<file path="config.mk">
export PLATFORM = sky130hd
export DESIGN_NAME = fan_run_sequencer
export DESIGN_NICKNAME = d
export VERILOG_FILES = /design/src/rtl/fan_run_sequencer.sv
export SDC_FILE = /design/constraint.sdc
export NUM_CORES = 1
export LEC_CHECK = 0
export CELL_PAD_IN_SITES_DETAIL_PLACEMENT = 1
export CELL_PAD_IN_SITES_GLOBAL_PLACEMENT = 1
export CORE_ASPECT_RATIO = 0.6
export CORE_MARGIN = 2
export CORE_UTILIZATION = 40
export DETAILED_ROUTE_END_ITERATION = 16
export PLACE_DENSITY_LB_ADDON = 0.1
export SYNTH_ARGS = -nofsm -noshare
export SYNTH_HDL_FRONTEND = slang
export SYNTH_SLANG_ARGS = --single-unit
export TNS_END_PERCENT = 5
</file>
<file path="constraint.sdc">
create_clock -name clk -period 4.13 [get_ports clk]
set_clock_uncertainty 0.1 [all_clocks]
set_input_delay 0.6195 -clock clk [delete_from_list [all_inputs] [get_ports clk]]
set_output_delay 0.6195 -clock clk [all_outputs]
set_load 0.01 [all_outputs]
</file>
<file path="src/rtl/fan_run_sequencer.sv">
// Run-control FSM for the fan: arbitrates button pulses, reservation expiry and
// obstacle stop into one power level, ramped duty, rotation enable and timer commands.
module fan_run_sequencer #(
    parameter int          RAMP_DIV   = 100000,
    parameter int          RESUME_CYC = 50000000,
    parameter logic [7:0]  DUTY_L1    = 8'd85,
    parameter logic [7:0]  DUTY_L2    = 8'd170,
    parameter logic [7:0]  DUTY_L3    = 8'd255
) (
    input  logic       clk,
    input  logic       reset_n,
    input  logic [3:0] btn_pe,
    input  logic       timer_end,
    input  logic       obstacle,
    output logic [1:0] power_level,
    output logic [7:0] duty,
    output logic [2:0] led_power,
    output logic       rotate_en,
    output logic [1:0] timer_sel,
    output logic       timer_load,
    output logic       motor_idle
);

    localparam int PW = (RAMP_DIV > 1) ? $clog2(RAMP_DIV) : 1;
    localparam int RW = (RESUME_CYC > 1) ? $clog2(RESUME_CYC + 1) : 1;
    localparam logic [PW-1:0] PRESC_MAX  = PW'(RAMP_DIV - 1);
    localparam logic [RW-1:0] RESUME_MAX = RW'(RESUME_CYC - 1);

    typedef enum logic [1:0] {IDLE, RAMP, RUN, HOLD} state_t;

    state_t        state;
    logic [PW-1:0] presc;
    logic [RW-1:0] resume_cnt;
    logic [7:0]    target;
    logic [1:0]    next_level;
    logic          pwr, tmr, rot;
    logic          unused_btn;

    assign pwr        = btn_pe[0];
    assign tmr        = btn_pe[2];
    assign rot        = btn_pe[3];
    assign unused_btn = btn_pe[1];
    assign next_level = power_level + 2'd1;

    always_comb begin
        target = 8'd0;
        case (power_level)
            2'd1:    target = DUTY_L1;
            2'd2:    target = DUTY_L2;
            2'd3:    target = DUTY_L3;
            default: target = 8'd0;
        endcase
    end

    function automatic logic [2:0] led_of(input logic [1:0] lvl);
        case (lvl)
            2'd1:    return 3'b001;
            2'd2:    return 3'b010;
            2'd3:    return 3'b100;
            default: return 3'b000;
        endcase
    endfunction

    always_ff @(posedge clk) begin
        if (!reset_n) begin
            state       <= IDLE;
            power_level <= 2'd0;
            duty        <= 8'd0;
            led_power   <= 3'b000;
            rotate_en   <= 1'b0;
            timer_sel   <= 2'd0;
            timer_load  <= 1'b0;
            motor_idle  <= 1'b1;
            presc       <= '0;
            resume_cnt  <= '0;
        end else begin
            timer_load <= 1'b0;

            // Free-running progression; the event chain below overrides it.
            case (state)
                RAMP: begin
                    if (duty == target && target != 8'd0) begin
                        state <= RUN;
                    end else if (duty == 8'd0 && target == 8'd0) begin
                        state      <= IDLE;
                        motor_idle <= 1'b1;
                        rotate_en  <= 1'b0;
                    end else if (presc == PRESC_MAX) begin
                        presc <= '0;
                        duty  <= (duty < target) ? duty + 8'd1 : duty - 8'd1;
                    end else begin
                        presc <= presc + 1'b1;
                    end
                end
                HOLD: begin
                    if (resume_cnt == RESUME_MAX) begin
                        state      <= RAMP;
                        presc      <= '0;
                        resume_cnt <= '0;
                    end else begin
                        resume_cnt <= resume_cnt + 1'b1;
                    end
                end
                default: ;
            endcase

            if (timer_end && state != IDLE) begin
                power_level <= 2'd0;
                led_power   <= 3'b000;
                timer_sel   <= 2'd0;
                rotate_en   <= 1'b0;
                presc       <= '0;
                resume_cnt  <= '0;
                if (state == HOLD) begin
                    state      <= IDLE;
                    motor_idle <= 1'b1;
                end else begin
                    state <= RAMP;
                end
            end else if (obstacle && state != IDLE) begin
                state      <= HOLD;
                duty       <= 8'd0;
                rotate_en  <= 1'b0;
                resume_cnt <= '0;
            end else if (pwr) begin
                power_level <= next_level;
                led_power   <= led_of(next_level);
                if (state == HOLD) begin
                    if (next_level == 2'd0) begin
                        state      <= IDLE;
                        motor_idle <= 1'b1;
                    end else begin
                        state <= HOLD;
                    end
                end else begin
                    state      <= RAMP;
                    presc      <= '0;
                    motor_idle <= 1'b0;
                end
            end else if (tmr && power_level != 2'd0) begin
                timer_sel  <= timer_sel + 2'd1;
                timer_load <= 1'b1;
            end else if (rot && (state == RAMP || state == RUN) && target != 8'd0) begin
                rotate_en <= !rotate_en;
            end
        end
    end

endmodule

</file>
==> results of run 1 <==
## Yosys cell counts, types with 8 or more instances
cell type	n
sky130_fd_sc_hd__nand4_1	13
sky130_fd_sc_hd__nand2_1	43
sky130_fd_sc_hd__nor2_1	50
sky130_fd_sc_hd__a21oi_1	30
sky130_fd_sc_hd__ha_1	25
sky130_fd_sc_hd__xor2_1	15
sky130_fd_sc_hd__inv_1	18
sky130_fd_sc_hd__o21ai_0	25
sky130_fd_sc_hd__nor3_1	12
sky130_fd_sc_hd__a31oi_1	8
sky130_fd_sc_hd__dfxtp_1	63
sky130_fd_sc_hd__xnor2_1	16
sky130_fd_sc_hd__and3_1	8
sky130_fd_sc_hd__nand3_1	24
## per-layer routing
metal / up-vias / global-route usage [%]
li1: 1753 / -
met1: 1805 / 34.24
met2: 99 / 36.98
met3: 28 / 6.065
met4: 0 / 6.957
met5: - / 0
## what timing repair did
item / 4_1_cts / 5_1_grt
gates resized for setup: 6 / 29
gates cloned: 0 / 0
setup endpoints to repair: 2 / 4
pin swaps: 2 / 16
buffers inserted: 5 / 5
## kinds of logic after synthesis
kind of cell	Yosys count
xor+xnor	31
buf+inv	32
fa+ha+maj	26
compound gates	97
simple gates	200
flops	63
mux	7
## power groups by stage
stage	combinational (W)	clock, W	sequential [W]
2_1_floorplan	0.000271	0	0.000649
3_5_place_dp	0.000447	0	0.000647
4_1_cts	0.000476	0.000863	0.000634
3_3_place_gp	0.000429	0	0.000646
6_report	0.000551	0.000853	0.000639
5_1_grt	0.000599	0.000892	0.000641
## critical path, stage by stage, from the launching register on
cell	delay [ns]
sky130_fd_sc_hd__dfxtp_4	0.39
sky130_fd_sc_hd__inv_6	0.06
sky130_fd_sc_hd__ha_4	0.16
sky130_fd_sc_hd__o21bai_4	0.23
sky130_fd_sc_hd__ha_4	0.26
sky130_fd_sc_hd__nor2b_4	0.12
sky130_fd_sc_hd__o211ai_1	0.17
sky130_fd_sc_hd__a21boi_1	0.12
sky130_fd_sc_hd__or3_4	0.48
sky130_fd_sc_hd__ha_4	0.31
sky130_fd_sc_hd__nand3_2	0.07
sky130_fd_sc_hd__o211ai_1	0.40
sky130_fd_sc_hd__o41ai_2	0.18
sky130_fd_sc_hd__or4_4	0.54
sky130_fd_sc_hd__a211oi_2	0.30
sky130_fd_sc_hd__mux2_4	0.34
## through the flow
stage / setup TNS (ns) / cell area [um2] / power (W)
after floorplan: 0 / 3729 / 0.0009203
after global placement: -0.09493 / 4209 / 0.001075
after detailed placement: -0.3669 / 4209 / 0.001094
after CTS: 0 / 4622 / 0.001974
after global routing: -0.2706 / 4811 / 0.002132
final: -0.2193 / 4811 / 0.002042
## layout make-up
type	count	share of cell area [%]
well taps	116	3.017
repair buffers	56	9.987
clock buffers	11	5.254
flip-flops and latches	63	26.37
inverters	19	1.586
multi-input cells	361	52.12
clock inverters	5	1.665
## layout by cell type, fill, tap and decap left out, drive strengths merged, types with 3 or more instances in the layout
cell type      netlist  layout
nand3               24      24
nor4                10      10
clkdlybuf4s50        0      24
a21oi               30      30
mux2i                5       5
dfxtp               63      63
buf                  7      32
o21bai               3       3
and4                 4       4
or3                  8       8
clkbuf               6      11
a31oi                8       8
nor2b                3       3
a311oi               3       3
and3                 8       8
nand2               43      43
nor3                12      12
nand3b               3       3
xnor2               16      16
nand4               13      13
o21ai               27      27
nor2                50      50
a211oi               6       6
inv                 19      19
or2                  5       5
nand2b               4       4
a21boi               3       3
a21o                 4       4
ha                  25      25
xor2                15      15
## worst max path at each step
stage                        start      end  depth (start not counted)
floorplan           power_level[0]  duty[7]                         15
global placement    power_level[0]  duty[7]                         15
detailed placement  power_level[0]  duty[7]                         15
finish              power_level[0]  duty[7]                         15
global route        power_level[0]  duty[7]                         15
CTS                 power_level[0]  duty[7]                         15
## sequential cells by signal (all words and copies together) (netlist names)
| name | flops |
|---|---|
| timer_load | 1 |
| motor_idle | 1 |
| resume_cnt | 26 |
| presc | 17 |
| state | 2 |
| rotate_en | 1 |
| power_level | 2 |
| timer_sel | 2 |
| led_power | 3 |
| duty | 8 |
==> results.yml, run 1 <==
run_status:
  status: "finished, violations left"
  violations: "negative setup slack"
logic_synthesis:
  post_synth_num_cell_types: 54
  synth_compound_area_share_pct: 15.70
  xor_xnor_share_of_the_synthesized_area_pct: 7.282
  async_flop_share_pct: 0
  synth_cells: 456
  netlist_top_cells_area: "sky130_fd_sc_hd__dfxtp_1 34%, sky130_fd_sc_hd__ha_1 8.4%, sky130_fd_sc_hd__nor2_1 5.0%"
  ys_ff_latch: 63
  synthSimpleGateAreaFrac_pct: 28.52
  post_synth_instance_area_um2: 3729
  synth_enable_flop_cells: 0
  ys_seq_area_share_pct: 33.83
  dominant_combinational_cell_family_by_area_after_synthesis: "simple AND/OR/NAND/NOR gates"
  postSynthNetCount: 490
  post_synth_mux_area_share_pct: 1.946
  syn_area_per_cell_um2: 8.177
  synth_top_area_share_pct: 33.83
  yosys_warnings: 0
  synth_area_leader_cell: "sky130_fd_sc_hd__dfxtp_1"
  synth_flop_cell: "sky130_fd_sc_hd__dfxtp_1"
  synthAdderAreaFrac_pct: 8.926
clock_network:
  ctsHoldBuffers: 0
  root_buffer: "sky130_fd_sc_hd__clkbuf_16"
  htree_num_levels: 3
  cts_max_path_buffers: 2
  clk_pin_slew_worst_paths_ns: 0.06
  tritoncts: "yes"
  cts_buffers: 9
  cts_sinks: 63
  clkLatencyLatePin_ns: 0.34
flow_run:
  timing.max_cap.violations: 0
placement:
  place_worst_setup_slack_ns: -0.3271
  portBuffers: 24
  placed_instance_count: 605
  place.detailed.hpwl_um: 8217
  finalWeightedCongestion: 0.8220
drt:
  routed_wl_um: 12500
  m1WireLength_um: 6171
  drt-wirelength-per-cell_um: 19.80
  vias: 3685
  wl_met2_um: 5533
  drt-initial-drc-count: 206
  top_layer: "met4"
  antenna_left: 0
  post_drt_via_cell_ratio: 5.840
  drt_pre_antenna_iters: 4
  post-route-drc-count: 0
  wl_met3_um: 539
timing:
  timing.final.crit_share_pct: 105.3
  tightest_slew_ns: 0.7435
  slew_viol_final: 0
  report.final.setup_viol: 1
  timing.hold.ws_ns: 0.3712
  min_clock_period_post_route_ns: 4.349
  rsz0062_at_grt: "yes"
  maxSlewHeadroom_pct: 50.43
  report.final.hold_viol_count: 0
  achievable-frequency_ghz: 0.2299
  fin_ws_ns: -0.2193
power_and_ir_drop:
  internal_power_w: 0.001422
  comb_power_share_pct: 27.0
  pwr_density_cell_nw_per_um2: 424.6
  switching_fraction_pct: 30.36
  worst_ir_drop_vdd_uv: 243.4
  clock_share_of_power_pct: 41.7
  p_seq_share_pct: 31.3
  static-leakage-power_nw: 1.701
  power.net_switching_w: 0.0006201
hold_path:
  min_path_type: "reg2reg"
  min_to: "led_power[1]"
  holdPathStages: 2
  hold_path_startpoint: "led_power[1]"
floorplanning:
  start_util_pct: 40.88
  vert_die_dim_um: 78.79
  top_level_ports: 26
  die_area_um2: 10130
  fp.dieW_um: 128.6
  floorplan.core_area_um2: 9121
  rows: 27
critical_path:
  crit_type: "reg2reg"
  worst_r2r_endpoint: "duty[7]"
  worst_setup_path_start_kind: "flip-flop"
  crit_required_ns: 4.26
  worst_setup_path_end_kind: "flip-flop"
  reg2reg_depth: 15
  r2r_start: "power_level[0]"
  arrival_worst_endpoint_ns: 4.47
  critical_path_peak_fanout: 6
  timing.reg2reg.setup_slack_ns: -0.22
finish:
  fillCellCount: 1092
  insertedDiodeCount: 0
  final_layout_size_suffix_gt1_share_pct: 16.50
  multi_input_comb_area_um2: 2507
  regArea_um2: 1269
  postLayoutCoreUtil_pct: 52.74
  final_net_count: 544
  area_growth_pct: 29.03
  finalNonFillerCells: 631
global_route:
  grt_usage_pct: 24.37
  vias_in_the_first_global_route: 3758
  grt_antenna_before_repair: 0
  grt_first_pass_wirelength_um: 19380
  maximum_number_of_pins_on_one_net_before_global_route_repair: 25
  grt_remaining_overflow: 0
Power figures use the tool's default switching activity.
==> run 2: changes to the inputs <==
--- a/config.mk
+++ b/config.mk
@@ -5,9 +5,9 @@
 export SDC_FILE = /design/constraint.sdc
 export NUM_CORES = 1
 export LEC_CHECK = 0
+export CAP_MARGIN = 20
 export CELL_PAD_IN_SITES_DETAIL_PLACEMENT = 1
 export CELL_PAD_IN_SITES_GLOBAL_PLACEMENT = 1
-export CORE_ASPECT_RATIO = 0.6
 export CORE_MARGIN = 2
 export CORE_UTILIZATION = 40
 export DETAILED_ROUTE_END_ITERATION = 16
==> run 2 against run 1 <==
Effect of this change: routed wire length is 17% lower; core utilization is 3.5 points lower; the flow now finishes without violations; non-clock buffer count is 11 lower; total power is 16% lower; first-iteration DRC count is 65% lower; critical path depth stayed put; setup slack better by 0.31 ns; global-route usage is 2.4 points lower; register-to-register slack better by 0.31 ns; critical path type unchanged; design area is 6.3% lower; sequential share of layout area is 1.7 points higher.
==> results.yml, run 2 (synthesized netlist as in run 1, its figures left out) <==
run_status:
  status: "complete, no violations"
finish:
  final_layout_size_suffix_gt1_share_pct: 12.50
  area_growth_pct: 20.87
  final_area_um2: 4507
  top_regs: "resume_cnt: 26 flops, presc: 17 flops, duty: 8 flops"
  final_net_count: 533
  max_ffs_per_register: 26
  commonest_cells_after_routing_fill_and_taps_aside: "61 x sky130_fd_sc_hd__dfxtp_1, 50 x sky130_fd_sc_hd__nor2_1, 43 x sky130_fd_sc_hd__nand2_1, 30 x sky130_fd_sc_hd__a21oi_1, 25 x sky130_fd_sc_hd__o21ai_0"
  postLayoutCoreUtil_pct: 49.24
  largest-register: "resume_cnt"
  insertedDiodeCount: 0
  layout_commonest_cell: "sky130_fd_sc_hd__dfxtp_1"
  finalNonFillerCells: 615
  fillCellCount: 1095
placement:
  portBuffers: 24
  place.detailed.hpwl_um: 7600
  placed_instance_count: 599
  placed_area_um2: 4195
  finalWeightedCongestion: 0.7977
drt:
  drt-initial-drc-count: 73
  post-route-drc-count: 0
  drt-wirelength-per-cell_um: 16.83
  routed_wl_um: 10350
  drt_pre_antenna_iters: 4
  vias: 3541
  antenna_left: 0
  post_drt_via_cell_ratio: 5.758
power_and_ir_drop:
  clock_share_of_power_pct: 35.2
  internal_power_w: 0.001172
  static-leakage-power_nw: 1.574
  worst_ir_drop_vdd_uv: 192.6
  switching_fraction_pct: 31.71
  comb_power_share_pct: 27.9
  power.net_switching_w: 0.0005441
  pwr_density_cell_nw_per_um2: 380.8
  p_seq_share_pct: 36.9
timing:
  report.final.hold_viol_count: 0
  timing.final.crit_share_pct: 97.90
  report.final.setup_viol: 0
  achievable-frequency_ghz: 0.2473
  tightest_slew_ns: 0.7215
  slew_viol_final: 0
  min_clock_period_post_route_ns: 4.043
  timing.hold.ws_ns: 0.3668
  rsz0062_at_grt: "yes"
  maxSlewHeadroom_pct: 51.90
critical_path:
  worstPathCellList: "buf_4 > ha_2 > o21bai_4 > ha_4 > nor2b_1 > o211ai_1 > a21boi_1 > or3_4 > ha_4 > nand3_1 > o211ai_1 > o41ai_2 > or4_1 > a211oi_2 > mux2_4"
  arrival_worst_endpoint_ns: 4.19
  critical_path.slowest_cell: "sky130_fd_sc_hd__or3_4"
  cp_num_buf_inv: 1
  timing.critical_path.slowest_cell_delay_ns: 0.48
  worst_setup_path_end_kind: "flip-flop"
  crit_type: "reg2reg"
  critPathTopFamily: "compound AO/OA/AOI/OAI gates"
  worst_setup_path_start_kind: "flip-flop"
  crit_required_ns: 4.28
  critical_path_peak_fanout: 7
clock_network:
  cts_buffers: 9
  clkLatencyLatePin_ns: 0.35
  clk_pin_slew_worst_paths_ns: 0.08
  tritoncts: "yes"
  htree_num_levels: 3
  cts_sinks: 63
  ctsHoldBuffers: 0
  cts_max_path_buffers: 2
  root_buffer: "sky130_fd_sc_hd__clkbuf_8"
flow_run:
  timing.max_cap.violations: 0
floorplanning:
  vert_die_dim_um: 100.5
  top_level_ports: 26
  die_area_um2: 10110
  floorplan.core_area_um2: 9153
  start_util_pct: 40.74
  fp.dieW_um: 100.5
  rows: 35
global_route:
  grt_antenna_before_repair: 0
  grt_first_pass_wirelength_um: 17600
  grt_usage_pct: 21.92
  vias_in_the_first_global_route: 3626
  maximum_number_of_pins_on_one_net_before_global_route_repair: 25
  grt_remaining_overflow: 0
hold_path:
  min_path_type: "reg2reg"
## run 2: what timing repair did
action	CTS	global route
pin swaps	0	4
setup endpoints to repair	1	1
resized for setup	2	14
buffers inserted	0	0
## run 2: final cells by class
| class | count | area [um2] | share of cell area, % |
|---|---|---|---|
| Clock buffer | 10 | 127.6 | 2.832 |
| Clock inverter | 6 | 83.83 | 1.860 |
| Sequential cell | 63 | 1264 | 28.04 |
| Inverter | 19 | 71.32 | 1.582 |
| Timing Repair Buffer | 45 | 397.9 | 8.828 |
| Multi-Input combinational cell | 361 | 2424 | 53.78 |
| Tap cell | 111 | 138.9 | 3.082 |
## run 2: worst paths after layout
path / end / slack [ns] / depth (start not counted) / startpoint
max reg2reg: duty[7] / 0.09 / 15 / power_level[0]
max: duty[7] / 0.09 / 15 / power_level[0]
min: led_power[1] / 0.37 / 2 / led_power[1]
min reg2reg: led_power[1] / 0.37 / 2 / led_power[1]
## run 2: layer usage
metal	part of all wire, %	vias up	GRT usage [%]
li1	-	1732	-
met3	2.5	11	4.438
met2	45	54	33.20
met5	0	-	0
met4	1.4	0	8.219
met1	51	1744	30.72
## run 2: power groups by stage
| stage | clock network [W] | logic (W) | registers, W |
|---|---|---|---|
| finish | 0.000604 | 0.000479 | 0.000634 |
| global route | 0.000648 | 0.000535 | 0.000635 |
| CTS | 0.000621 | 0.000455 | 0.000633 |
| detailed placement | 0 | 0.000449 | 0.000646 |
| global placement | 0 | 0.000435 | 0.000646 |
| floorplan | 0 | 0.000271 | 0.000649 |
## run 2: metrics by stage
step           setup slack (ns)  setup TNS (ns)   power, W
5_1_grt                -0.03945        -0.03945   0.001819
2_1_floorplan           0.02962               0  0.0009203
3_3_place_gp           -0.03329        -0.03329   0.001081
4_1_cts                0.004812               0   0.001709
3_5_place_dp            -0.1853         -0.1853   0.001095
6_report                0.08690               0   0.001716
## run 2: tightest hold or removal path: stages (launching register included)
cell	delay [ns]
sky130_fd_sc_hd__dfxtp_1	0.32
sky130_fd_sc_hd__nand2_1	0.05
sky130_fd_sc_hd__a21oi_1	0.05
==> run 3: changes to the inputs <==
--- a/config.mk
+++ b/config.mk
@@ -8,9 +8,10 @@
 export CAP_MARGIN = 20
 export CELL_PAD_IN_SITES_DETAIL_PLACEMENT = 1
 export CELL_PAD_IN_SITES_GLOBAL_PLACEMENT = 1
-export CORE_MARGIN = 2
-export CORE_UTILIZATION = 40
+export CORE_MARGIN = 10
+export CORE_UTILIZATION = 43
 export DETAILED_ROUTE_END_ITERATION = 16
+export DONT_BUFFER_PORTS = 1
 export PLACE_DENSITY_LB_ADDON = 0.1
 export SYNTH_ARGS = -nofsm -noshare
 export SYNTH_HDL_FRONTEND = slang
==> run 3 against run 2 <==
Effect of this change: maximum frequency about the same; hold slack worse by 0.12 ns; design area shrank 5.7%; first-iteration DRC count rose by 75%; total power down 6.1%; sequential share of layout area rose by 1.7 points; global-route usage is 5.2 points lower; core utilization increased by 1.7 points; sequential power rose by 0.6%; die area up 27%; non-clock buffer count fell by 21; critical endpoint unchanged.
==> results.yml, run 3 (synthesized netlist as in run 1, its figures left out) <==
run_status:
  status: "complete, no violations"
critical_path:
  crit_required_ns: 4.28
  worst_setup_path_start_kind: "flip-flop"
  r2r_start: "power_level[0]"
  timing.reg2reg.setup_slack_ns: 0.09
  worst_setup_path_end_kind: "flip-flop"
  critical_path_peak_fanout: 7
  critical_path_source: "power_level[0]"
  crit_type: "reg2reg"
  arrival_worst_endpoint_ns: 4.19
timing:
  rsz0062_at_grt: "yes"
  min_clock_period_post_route_ns: 4.039
  tightest_slew_ns: 0.7750
  slew_viol_final: 0
  fin_ws_ns: 0.09070
  achievable-frequency_ghz: 0.2476
  timing.final.crit_share_pct: 97.80
  report.final.setup_viol: 0
  maxSlewHeadroom_pct: 48.33
  report.final.hold_viol_count: 0
placement:
  finalWeightedCongestion: 0.7792
  portBuffers: 0
  place.detailed.hpwl_um: 7631
  place_worst_setup_slack_ns: -0.2579
hold_path:
  hold_path_startpoint: "reset_n"
  min_path_type: "in2reg"
drt:
  drt-wirelength-per-cell_um: 18.07
  antenna_left: 0
  drt-initial-drc-count: 128
  vias: 3463
  post_drt_via_cell_ratio: 5.889
  post-route-drc-count: 0
  routed_wl_um: 10620
  drt_pre_antenna_iters: 4
clock_network:
  htree_num_levels: 3
  clk_pin_slew_worst_paths_ns: 0.09
  cts_buffers: 9
  root_buffer: "sky130_fd_sc_hd__clkbuf_8"
  cts_max_path_buffers: 2
  tritoncts: "yes"
  ctsHoldBuffers: 0
  cts_sinks: 63
  clkLatencyLatePin_ns: 0.35
floorplanning:
  vert_die_dim_um: 113.1
  top_level_ports: 26
  die_area_um2: 12800
  rows: 33
  start_util_pct: 44.70
  fp.dieW_um: 113.1
  floorplan.core_area_um2: 8341
finish:
  insertedDiodeCount: 0
  top_regs: "resume_cnt: 26 flops, presc: 17 flops, duty: 8 flops"
  final_net_count: 512
  max_ffs_per_register: 26
  final_layout_size_suffix_gt1_share_pct: 13.87
  largest-register: "resume_cnt"
  layout_commonest_cell: "sky130_fd_sc_hd__dfxtp_1"
  commonest_cells_after_routing_fill_and_taps_aside: "61 x sky130_fd_sc_hd__dfxtp_1, 50 x sky130_fd_sc_hd__nor2_1, 43 x sky130_fd_sc_hd__nand2_1, 30 x sky130_fd_sc_hd__a21oi_1, 25 x sky130_fd_sc_hd__o21ai_0"
  postLayoutCoreUtil_pct: 50.96
  area_growth_pct: 13.99
power_and_ir_drop:
  static-leakage-power_nw: 1.496
  worst_ir_drop_vdd_uv: 222.4
  pwr_density_cell_nw_per_um2: 379.1
global_route:
  maximum_number_of_pins_on_one_net_before_global_route_repair: 25
  grt_remaining_overflow: 0
  grt_usage_pct: 16.71
  grt_first_pass_wirelength_um: 17910
  grt_antenna_before_repair: 0
  vias_in_the_first_global_route: 3591
flow_run:
  timing.max_cap.violations: 0
==> run 3: changes by cell type in the layout (fill, tap and decap cells not counted), moves of 2 or more <==
| cell | before | now |
|---|---|---|
| sky130_fd_sc_hd__buf_4 | 21 | 24 |
| sky130_fd_sc_hd__ha_2 | 1 | 3 |
| sky130_fd_sc_hd__clkdlybuf4s50_1 | 24 | 0 |
| sky130_fd_sc_hd__ha_4 | 5 | 3 |
==> run 3: final timing paths <==
check                  end  cells past startpoint
max reg2reg        duty[7]                     15
min             motor_idle                      1
min reg2reg  resume_cnt[1]                      2
max                duty[7]                     15
==> run 3: worst max-delay path: stages, from the launching register on <==
cell	delay, ns
sky130_fd_sc_hd__dfxtp_2	0.34
sky130_fd_sc_hd__buf_4	0.14
sky130_fd_sc_hd__ha_2	0.20
sky130_fd_sc_hd__o21bai_4	0.21
sky130_fd_sc_hd__ha_4	0.23
sky130_fd_sc_hd__nor2b_1	0.13
sky130_fd_sc_hd__o211ai_1	0.17
sky130_fd_sc_hd__a21boi_1	0.11
sky130_fd_sc_hd__or3_4	0.45
sky130_fd_sc_hd__ha_1	0.30
sky130_fd_sc_hd__a21oi_1	0.07
sky130_fd_sc_hd__o211ai_1	0.34
sky130_fd_sc_hd__o41ai_2	0.12
sky130_fd_sc_hd__or4_4	0.45
sky130_fd_sc_hd__a211oi_4	0.26
sky130_fd_sc_hd__mux2_4	0.32
==> run 3: cell type report <==
class                      instances  area (um2)
clock buffer                      10       127.6
sequential                        63        1264
clock inverter                     6       61.31
fill                            1003        4090
inverter                          19       71.32
timing repair buffer              24       180.2
multi-input combinational        361        2415
tap                              105       131.4
==> run 3: report_power, final <==
part	leakage [nW]	internal (W)	switching (W)
Combinational	0.890	0.000177	0.000257
Sequential	0.509	0.000621	0.0000165
Clock	0.0960	0.000277	0.000263
==> run 3: metal layers <==
layer | GRT usage (%) | vias up | part of all wire [%]
li1 | - | 1687 | -
met1 | 20.91 | 1691 | 45
met2 | 26.38 | 64 | 47
met3 | 5.652 | 21 | 5.7
met4 | 5.161 | 0 | 1.8
met5 | 0 | - | 0
==> run 3: stage by stage <==
stage	total power (W)	hold slack (ns)	cell area, um2	setup TNS (ns)	cells
2_1_floorplan	0.0009203	0.3510	3729	0	456
3_3_place_gp	0.001033	0.3667	3948	-0.05867	569
3_5_place_dp	0.001052	0.3758	3948	-0.2579	569
4_1_cts	0.001615	0.2341	4199	0	587
5_1_grt	0.001718	0.2514	4250	-0.07207	588
6_report	0.001611	0.2461	4250	0	588
==> run 3: repair_timing <==
action	CTS	global route
buffers inserted	2	1
setup endpoints to repair	1	2
gates cloned	0	0
resized for setup	8	10
pin swaps	2	6
hold endpoints to repair	0	0
